`src/rtl/alu_iter.sv`:
```
// Registered MIPS ALU with iterative multiply/divide driving HI/LO.
// Single-cycle ops complete in one edge; mult/div take WIDTH+1 edges behind busy.
module alu_iter #(
  parameter int WIDTH = 32
) (
  input  logic             clk,
  input  logic             rst,
  input  logic             start,
  input  logic [3:0]       op,
  input  logic [WIDTH-1:0] a_in,
  input  logic [WIDTH-1:0] b_in,
  input  logic             ov_en,
  output logic             busy,
  output logic             done,
  output logic [WIDTH-1:0] result,
  output logic [WIDTH-1:0] hi,
  output logic [WIDTH-1:0] lo,
  output logic             zero,
  output logic             ov,
  output logic             div_by_zero
);

  localparam int CW = $clog2(WIDTH + 1);

  typedef enum logic [1:0] {S_IDLE = 2'd0, S_CALC = 2'd1, S_FIX = 2'd2} state_t;

  state_t           state_q, state_d;
  logic [CW-1:0]    cnt_q, cnt_d;
  logic             is_div_q, is_div_d;
  logic             neg_lo_q, neg_lo_d;
  logic             neg_hi_q, neg_hi_d;
  logic [WIDTH-1:0] acc_hi_q, acc_hi_d;
  logic [WIDTH-1:0] acc_lo_q, acc_lo_d;
  logic [WIDTH-1:0] opb_q, opb_d;
  logic [WIDTH-1:0] result_q, result_d;
  logic [WIDTH-1:0] hi_q, hi_d;
  logic [WIDTH-1:0] lo_q, lo_d;
  logic             zero_q, zero_d;
  logic             ov_q, ov_d;
  logic             dbz_q, dbz_d;
  logic             done_q, done_d;

  // Handshake: start is taken only while IDLE (busy low); a taken request
  // yields exactly one done pulse, and start during busy is dropped.
  logic accept, long_op, div_op, signed_op, b_zero, go_long;
  assign accept    = (state_q == S_IDLE) && start;
  assign long_op   = (op[3:2] == 2'b10);
  assign div_op    = op[1];
  assign signed_op = ~op[0];
  assign b_zero    = (b_in == '0);
  assign go_long   = accept && long_op && !(div_op && b_zero);

  logic             a_neg, b_neg;
  logic [WIDTH-1:0] a_mag, b_mag;
  assign a_neg = signed_op & a_in[WIDTH-1];
  assign b_neg = signed_op & b_in[WIDTH-1];
  assign a_mag = a_neg ? -a_in : a_in;
  assign b_mag = b_neg ? -b_in : b_in;

  logic [WIDTH-1:0] sum, diff, alu_res;
  logic             add_ov, sub_ov, alu_ov;
  assign sum    = a_in + b_in;
  assign diff   = a_in - b_in;
  assign add_ov = (a_in[WIDTH-1] == b_in[WIDTH-1]) && (sum[WIDTH-1] != a_in[WIDTH-1]);
  assign sub_ov = (a_in[WIDTH-1] != b_in[WIDTH-1]) && (diff[WIDTH-1] != a_in[WIDTH-1]);

  always_comb begin
    alu_res = '0;
    alu_ov  = 1'b0;
    case (op)
      4'b0000: begin alu_res = sum;  alu_ov = ov_en & add_ov; end
      4'b0001: begin alu_res = diff; alu_ov = ov_en & sub_ov; end
      4'b0010: alu_res = a_in | b_in;
      4'b0011: alu_res = a_in & b_in;
      4'b0100: alu_res = {{(WIDTH-1){1'b0}}, ($signed(a_in) < $signed(b_in))};
      4'b0101: alu_res = {{(WIDTH-1){1'b0}}, (a_in < b_in)};
      4'b0110: alu_res = a_in ^ b_in;
      4'b0111: alu_res = ~(a_in | b_in);
      default: alu_res = '0;
    endcase
  end

  // Multiply: multiplier shifts out of acc_lo while the partial product
  // shifts into it. Divide: dividend shifts from acc_lo into the remainder.
  logic [WIDTH:0]   mul_sum, rem_sh;
  logic [WIDTH-1:0] rem_sub, rem_nx;
  logic             rem_ge;
  assign mul_sum = {1'b0, acc_hi_q} + (acc_lo_q[0] ? {1'b0, opb_q} : '0);
  assign rem_sh  = {acc_hi_q, acc_lo_q[WIDTH-1]};
  assign rem_ge  = (rem_sh >= {1'b0, opb_q});
  assign rem_sub = rem_sh[WIDTH-1:0] - opb_q;
  assign rem_nx  = rem_ge ? rem_sub : rem_sh[WIDTH-1:0];

  logic [2*WIDTH-1:0] prod, prod_fix;
  logic [WIDTH-1:0]   fix_hi, fix_lo;
  assign prod     = {acc_hi_q, acc_lo_q};
  assign prod_fix = neg_lo_q ? -prod : prod;
  assign fix_hi   = is_div_q ? (neg_hi_q ? -acc_hi_q : acc_hi_q) : prod_fix[2*WIDTH-1:WIDTH];
  assign fix_lo   = is_div_q ? (neg_lo_q ? -acc_lo_q : acc_lo_q) : prod_fix[WIDTH-1:0];

  always_ff @(posedge clk or posedge rst) begin
    if (rst) state_q <= S_IDLE;
    else     state_q <= state_d;
  end

  always_comb begin
    state_d = state_q;
    case (state_q)
      S_IDLE:  if (go_long) state_d = S_CALC;
      S_CALC:  if (cnt_q == CW'(1)) state_d = S_FIX;
      S_FIX:   state_d = S_IDLE;
      default: state_d = S_IDLE;
    endcase
  end

  always_comb begin
    busy = (state_q != S_IDLE);
  end

  always_comb begin
    cnt_d    = cnt_q;
    is_div_d = is_div_q;
    neg_lo_d = neg_lo_q;
    neg_hi_d = neg_hi_q;
    acc_hi_d = acc_hi_q;
    acc_lo_d = acc_lo_q;
    opb_d    = opb_q;
    result_d = result_q;
    hi_d     = hi_q;
    lo_d     = lo_q;
    zero_d   = zero_q;
    ov_d     = ov_q;
    dbz_d    = dbz_q;
    done_d   = 1'b0;
    case (state_q)
      S_IDLE: begin
        if (go_long) begin
          acc_hi_d = '0;
          acc_lo_d = a_mag;
          opb_d    = b_mag;
          is_div_d = div_op;
          neg_lo_d = a_neg ^ b_neg;
          neg_hi_d = a_neg;
          cnt_d    = CW'(WIDTH);
        end else if (accept && long_op) begin
          lo_d     = '1;
          hi_d     = a_in;
          result_d = '1;
          zero_d   = 1'b0;
          ov_d     = 1'b0;
          dbz_d    = 1'b1;
          done_d   = 1'b1;
        end else if (accept) begin
          result_d = alu_res;
          zero_d   = (alu_res == '0);
          ov_d     = alu_ov;
          dbz_d    = 1'b0;
          done_d   = 1'b1;
        end
      end
      S_CALC: begin
        cnt_d = cnt_q - CW'(1);
        if (is_div_q) begin
          acc_hi_d = rem_nx;
          acc_lo_d = {acc_lo_q[WIDTH-2:0], rem_ge};
        end else begin
          acc_hi_d = mul_sum[WIDTH:1];
          acc_lo_d = {mul_sum[0], acc_lo_q[WIDTH-1:1]};
        end
      end
      S_FIX: begin
        hi_d     = fix_hi;
        lo_d     = fix_lo;
        result_d = fix_lo;
        zero_d   = (fix_lo == '0);
        ov_d     = 1'b0;
        dbz_d    = 1'b0;
        done_d   = 1'b1;
      end
      default: ;
    endcase
  end

  always_ff @(posedge clk or posedge rst) begin
    if (rst) begin
      cnt_q    <= '0;
      is_div_q <= 1'b0;
      neg_lo_q <= 1'b0;
      neg_hi_q <= 1'b0;
      acc_hi_q <= '0;
      acc_lo_q <= '0;
      opb_q    <= '0;
      result_q <= '0;
      hi_q     <= '0;
      lo_q     <= '0;
      zero_q   <= 1'b1;
      ov_q     <= 1'b0;
      dbz_q    <= 1'b0;
      done_q   <= 1'b0;
    end else begin
      cnt_q    <= cnt_d;
      is_div_q <= is_div_d;
      neg_lo_q <= neg_lo_d;
      neg_hi_q <= neg_hi_d;
      acc_hi_q <= acc_hi_d;
      acc_lo_q <= acc_lo_d;
      opb_q    <= opb_d;
      result_q <= result_d;
      hi_q     <= hi_d;
      lo_q     <= lo_d;
      zero_q   <= zero_d;
      ov_q     <= ov_d;
      dbz_q    <= dbz_d;
      done_q   <= done_d;
    end
  end

  assign done        = done_q;
  assign result      = result_q;
  assign hi          = hi_q;
  assign lo          = lo_q;
  assign zero        = zero_q;
  assign ov          = ov_q;
  assign div_by_zero = dbz_q;

endmodule

```
`config.mk`:
```
export PLATFORM = sky130hd
export DESIGN_NAME = alu_iter
export DESIGN_NICKNAME = d
export VERILOG_FILES = /design/src/rtl/alu_iter.sv
export SDC_FILE = /design/constraint.sdc
export NUM_CORES = 1
export LEC_CHECK = 0
export ABC_CLOCK_PERIOD_IN_PS = 6300
export CAP_MARGIN = 20
export CORE_MARGIN = 1.5
export CORE_UTILIZATION = 55
export CTS_BUF_LIST = sky130_fd_sc_hd__clkbuf_16
export DETAILED_ROUTE_END_ITERATION = 16
export DONT_BUFFER_PORTS = 1
export GPL_TIMING_DRIVEN = 1
export PLACE_DENSITY = 0.76
export SYNTH_ARGS = -nofsm -noshare
export SYNTH_HDL_FRONTEND = slang
export SYNTH_SLANG_ARGS = --single-unit
export TNS_END_PERCENT = 20
```
`constraint.sdc`:
```
create_clock -name clk -period 6.3 [get_ports clk]
set_input_delay 0.315 -clock clk [delete_from_list [all_inputs] [get_ports clk]]
set_output_delay 0.315 -clock clk [all_outputs]
set_load 0.02 [all_outputs]
```
==> run_results.csv <==
group,metric,value,unit
routing,dr.first_iter.drc_count,3200,
global_routing,grt_pass1_vias,21500,
clock_tree,clock_latency,0.59,ns
routing,routedWlPerCell,27.3,um
setup_path,cp_common_cell,"o21ai_0",
timing,setup_viol,0,
die,die_width,202,um
setup_path,rr_worst_depth,14,
synthesis,synth_area_leaders,"dfrtp_1 24%, ha_1 10%, o21ai_0 6.6%",
die,dieArea,0.0409,mm2
global_routing,grtUsageTotal,43.6,%
synthesis,yosysUniqueCellTypes,88,
worst_hold_path,whs_endpoint,"hi[15]$_DFFE_PP0P_",
clock_tree,cts_setup_buffers,0,
timing,drv_slew,0,
timing,period_needed,5.36,ns
clock_tree,cts_root_buf,"clkbuf_16",
setup_path,slowest_delay,0.79,ns
synthesis,synth_top_family_by_area,"compound AO/OA/AOI/OAI gates",
timing,slew_headroom,25.6,%
synthesis,synth_top_area_share,23.6,%
synthesis,synth.avg_cell_area,7.52,um2
timing,finalCritPeriodShare,85.1,%
setup_path,criticalPathCategory,"flop to flop",
routing,drc,0,
timing,whs,0.0114,ns
setup_path,r2r_start,"acc_lo_q[0]$_DFFE_PP0P_",
setup_path,crit_fanout,34,
worst_hold_path,hold_start,"a_in[15]",
synthesis,yosys.area_share.simple,19.0,%
synthesis,yosysSeqAreaShare,23.8,%
routing,maxUsedRoutingLayer,"met5",
die,core_area,0.0389,mm2
global_routing,grt_max_degree,141,
clock_tree,clkSinkCount,207,
global_routing,grt_overflow,0,
synthesis,synth_area_leader_cell,"dfrtp_1",
setup_path,endpoint_kind,"flop",
die,std_cell_rows,72,
layout,layout_common_cells,"289 x o21ai_0, 288 x nand2_1, 271 x a21oi_1",
global_routing,antenna_found_initial,5,
synthesis,synth-xor-area-share,7.07,%
place,place_area,0.0221,mm2
synthesis,synth_compound_area_share,30.1,%
clock_tree,htreeDepth,1,
pwr,power_density,488,mW/mm2
synthesis,muxShareOfSynthArea,3.36,%
setup_path,start_kind,"flop",
pwr,peakVddDrop,389,uV
synthesis,syn_nets,3159,
synthesis,synthCells,2900,
clock_tree,clk_pin_slew,0.06,ns
timing,finClkSkew,0.0508,ns
layout,fillers,3601,
synthesis,syn-cell-area,0.0218,mm2
layout,nets,3067,
routing,wl_met2,39600,um
clock_tree,cts_tree,"built",
routing,drt_wl_total,91400,um
layout,design_area,0.0233,mm2
setup_path,r2r_end,"hi[12]$_DFFE_PP0P_",
layout,area_delta_synth_final,6.63,%
run,cap_viol_max_count,0,
synthesis,synth-edff-count,0,
status,run_status,"complete, no violations",
worst_hold_path,min_path_cells,2,
setup_path,worstPathRequired,6.68,ns
synthesis,yosysWarningCount,0,
worst_hold_path,min_path_type,"primary input to flop",
timing,hold_viol,0,
routing,drt-met1-wl,35800,um
routing,drt.antenna.violating_nets,0,
global_routing,grt_pass1_wl,136000,um
synthesis,postSynth.asyncResetShare,100,%
timing,setup_tns,0,ns
layout,drive_above_1_share,5.49,%
setup_path,ff2ff_setup_slack,0.94,ns
routing,via_per_inst,6.95,
layout,layout_commonest_cell,"o21ai_0",
layout,final_core_util,59.8,%
place,hpwlAfterDp,68800,um
routing,first_pass_iters,6,
setup_path,worst_ep_arrival_time,5.74,ns
timing,fmax,186,MHz
synthesis,synth_adder_area_share,10.9,%
synthesis,ys.flop_type,"dfrtp_1",
routing,wl_met3,10300,um
die,die_y,202,um
clock_tree,ctsLongestPathBuffers,3,
setup_path,crit_path_top_delay_cell,"nor4b_1",
die,pin_count,173,
clock_tree,cts_made_buffers,25,
place,gp_congestion,1.06,
timing,worstMarginPinSlew,1.11,ns
place,port_buffers,0,
pwr,power.leakage,9.92,nW
setup_path,cp_cell_sequence,"clkinv_1 > buf_4 > ha_1 > nor4b_1 > nand3_2 > nor3_2 > nand3_1 > or4_1 > o31ai_4 > o21ai_0 > xnor2_1 > nor2_1 > a21oi_1 > o21ai_0",
routing,via_count,23200,
timing,rsz0062_at_grt,"no",
synthesis,synth-seq-cells,207,
die,initial_core_util,56.0,%
==> per-stage QoR <==
stage / power [W] / cells / worst slack, ns
after global routing: 0.0121 / 3343 / 0.605
after detailed placement: 0.00965 / 3268 / 1.28
final: 0.0114 / 3346 / 0.936
after global placement: 0.00946 / 3266 / 1.43
after floorplan: 0.00792 / 2900 / 0.334
after CTS: 0.0112 / 3341 / 1.20
==> critical path: cells and delay by family (launching register included) <==
kind            cells  cell delay, ns
simple gates        6            2.48
xor+xnor            1            0.19
buf+inv             2            0.47
flops               1            0.55
compound gates      4            1.06
fa+ha+maj           1            0.40
==> kinds of logic (layout without fill, tap and decap cells) <==
group / after synthesis / count (layout)
XOR/XNOR: 176 / 176
AND/OR/NAND/NOR: 883 / 883
AO/OA/AOI/OAI: 1033 / 1033
buffers and inverters: 342 / 267
multiplexers: 72 / 72
other: 0 / 3
adder cells (fa/ha/maj): 187 / 187
flip-flops: 207 / 207
==> repair_timing <==
| action | in CTS | in global routing |
|---|---|---|
| endpoints found under the hold margin | 165 | 0 |
| hold buffers | 29 | 0 |
| resized for setup | 0 | 0 |
==> worst max-delay path by stage <==
stage / startpoint / end / slack (ns)
floorplan: rst / acc_hi_q[0]$_DFFE_PP0P_ / 0.33
global placement: acc_lo_q[0]$_DFFE_PP0P_ / hi[28]$_DFFE_PP0P_ / 1.43
global route: acc_lo_q[0]$_DFFE_PP0P_ / hi[12]$_DFFE_PP0P_ / 0.61
finish: acc_lo_q[0]$_DFFE_PP0P_ / hi[12]$_DFFE_PP0P_ / 0.94
CTS: acc_lo_q[0]$_DFFE_PP0P_ / hi[12]$_DFFE_PP0P_ / 1.20
detailed placement: acc_lo_q[0]$_DFFE_PP0P_ / hi[12]$_DFFE_PP0P_ / 1.28
==> power breakdown <==
part           switching (W)  internal (W)
Sequential           0.00128       0.00194
Combinational        0.00397       0.00269
Clock               0.000655      0.000820
==> synth_stat cells, types with 10 or more instances <==
master	n
a211oi_1	33
a21o_1	62
a21oi_1	272
a221oi_1	25
a22oi_1	11
a31o_2	16
a31oi_1	43
and2_1	11
and3_1	18
buf_1	15
clkbuf_1	165
dfrtp_1	206
ha_1	183
inv_1	154
mux2_2	10
mux2i_1	62
nand2_1	290
nand2b_1	25
nand3_1	56
nand4_1	15
nor2_1	264
nor2b_1	22
nor3_1	56
nor3b_1	12
nor4_1	27
o211ai_1	50
o21a_1	36
o21ai_0	289
o21bai_1	18
o221ai_1	13
o31ai_1	21
o41ai_1	15
or2_2	12
or3_1	31
or4_1	10
xnor2_1	124
xor2_1	52
==> per-layer routing <==
layer | GRT usage, % | vias up
li1 | - | 10300
met1 | 57.2 | 11100
met2 | 67.0 | 1442
met3 | 9.82 | 337
met4 | 22.9 | 2
met5 | 0 | -
==> state kept, by name (all words and copies together), names as in the netlist, 2 cells and up <==
name,flops
state_q,2
lo,32
acc_hi_q,32
result,32
cnt_q,6
acc_lo_q,32
hi,32
opb_q,32
==> layout make-up <==
type,instances,area (um2),share of cell area [%]
inverters,157,597,2.57
clock inverters,19,188,0.807
multi-input cells,2351,15400,66.3
well taps,518,648,2.79
repair buffers,66,592,2.54
diodes,3,7.51,0.0323
flip-flops and latches,207,5180,22.3
clock buffers,25,626,2.69
(Power assumes the default switching activity.)
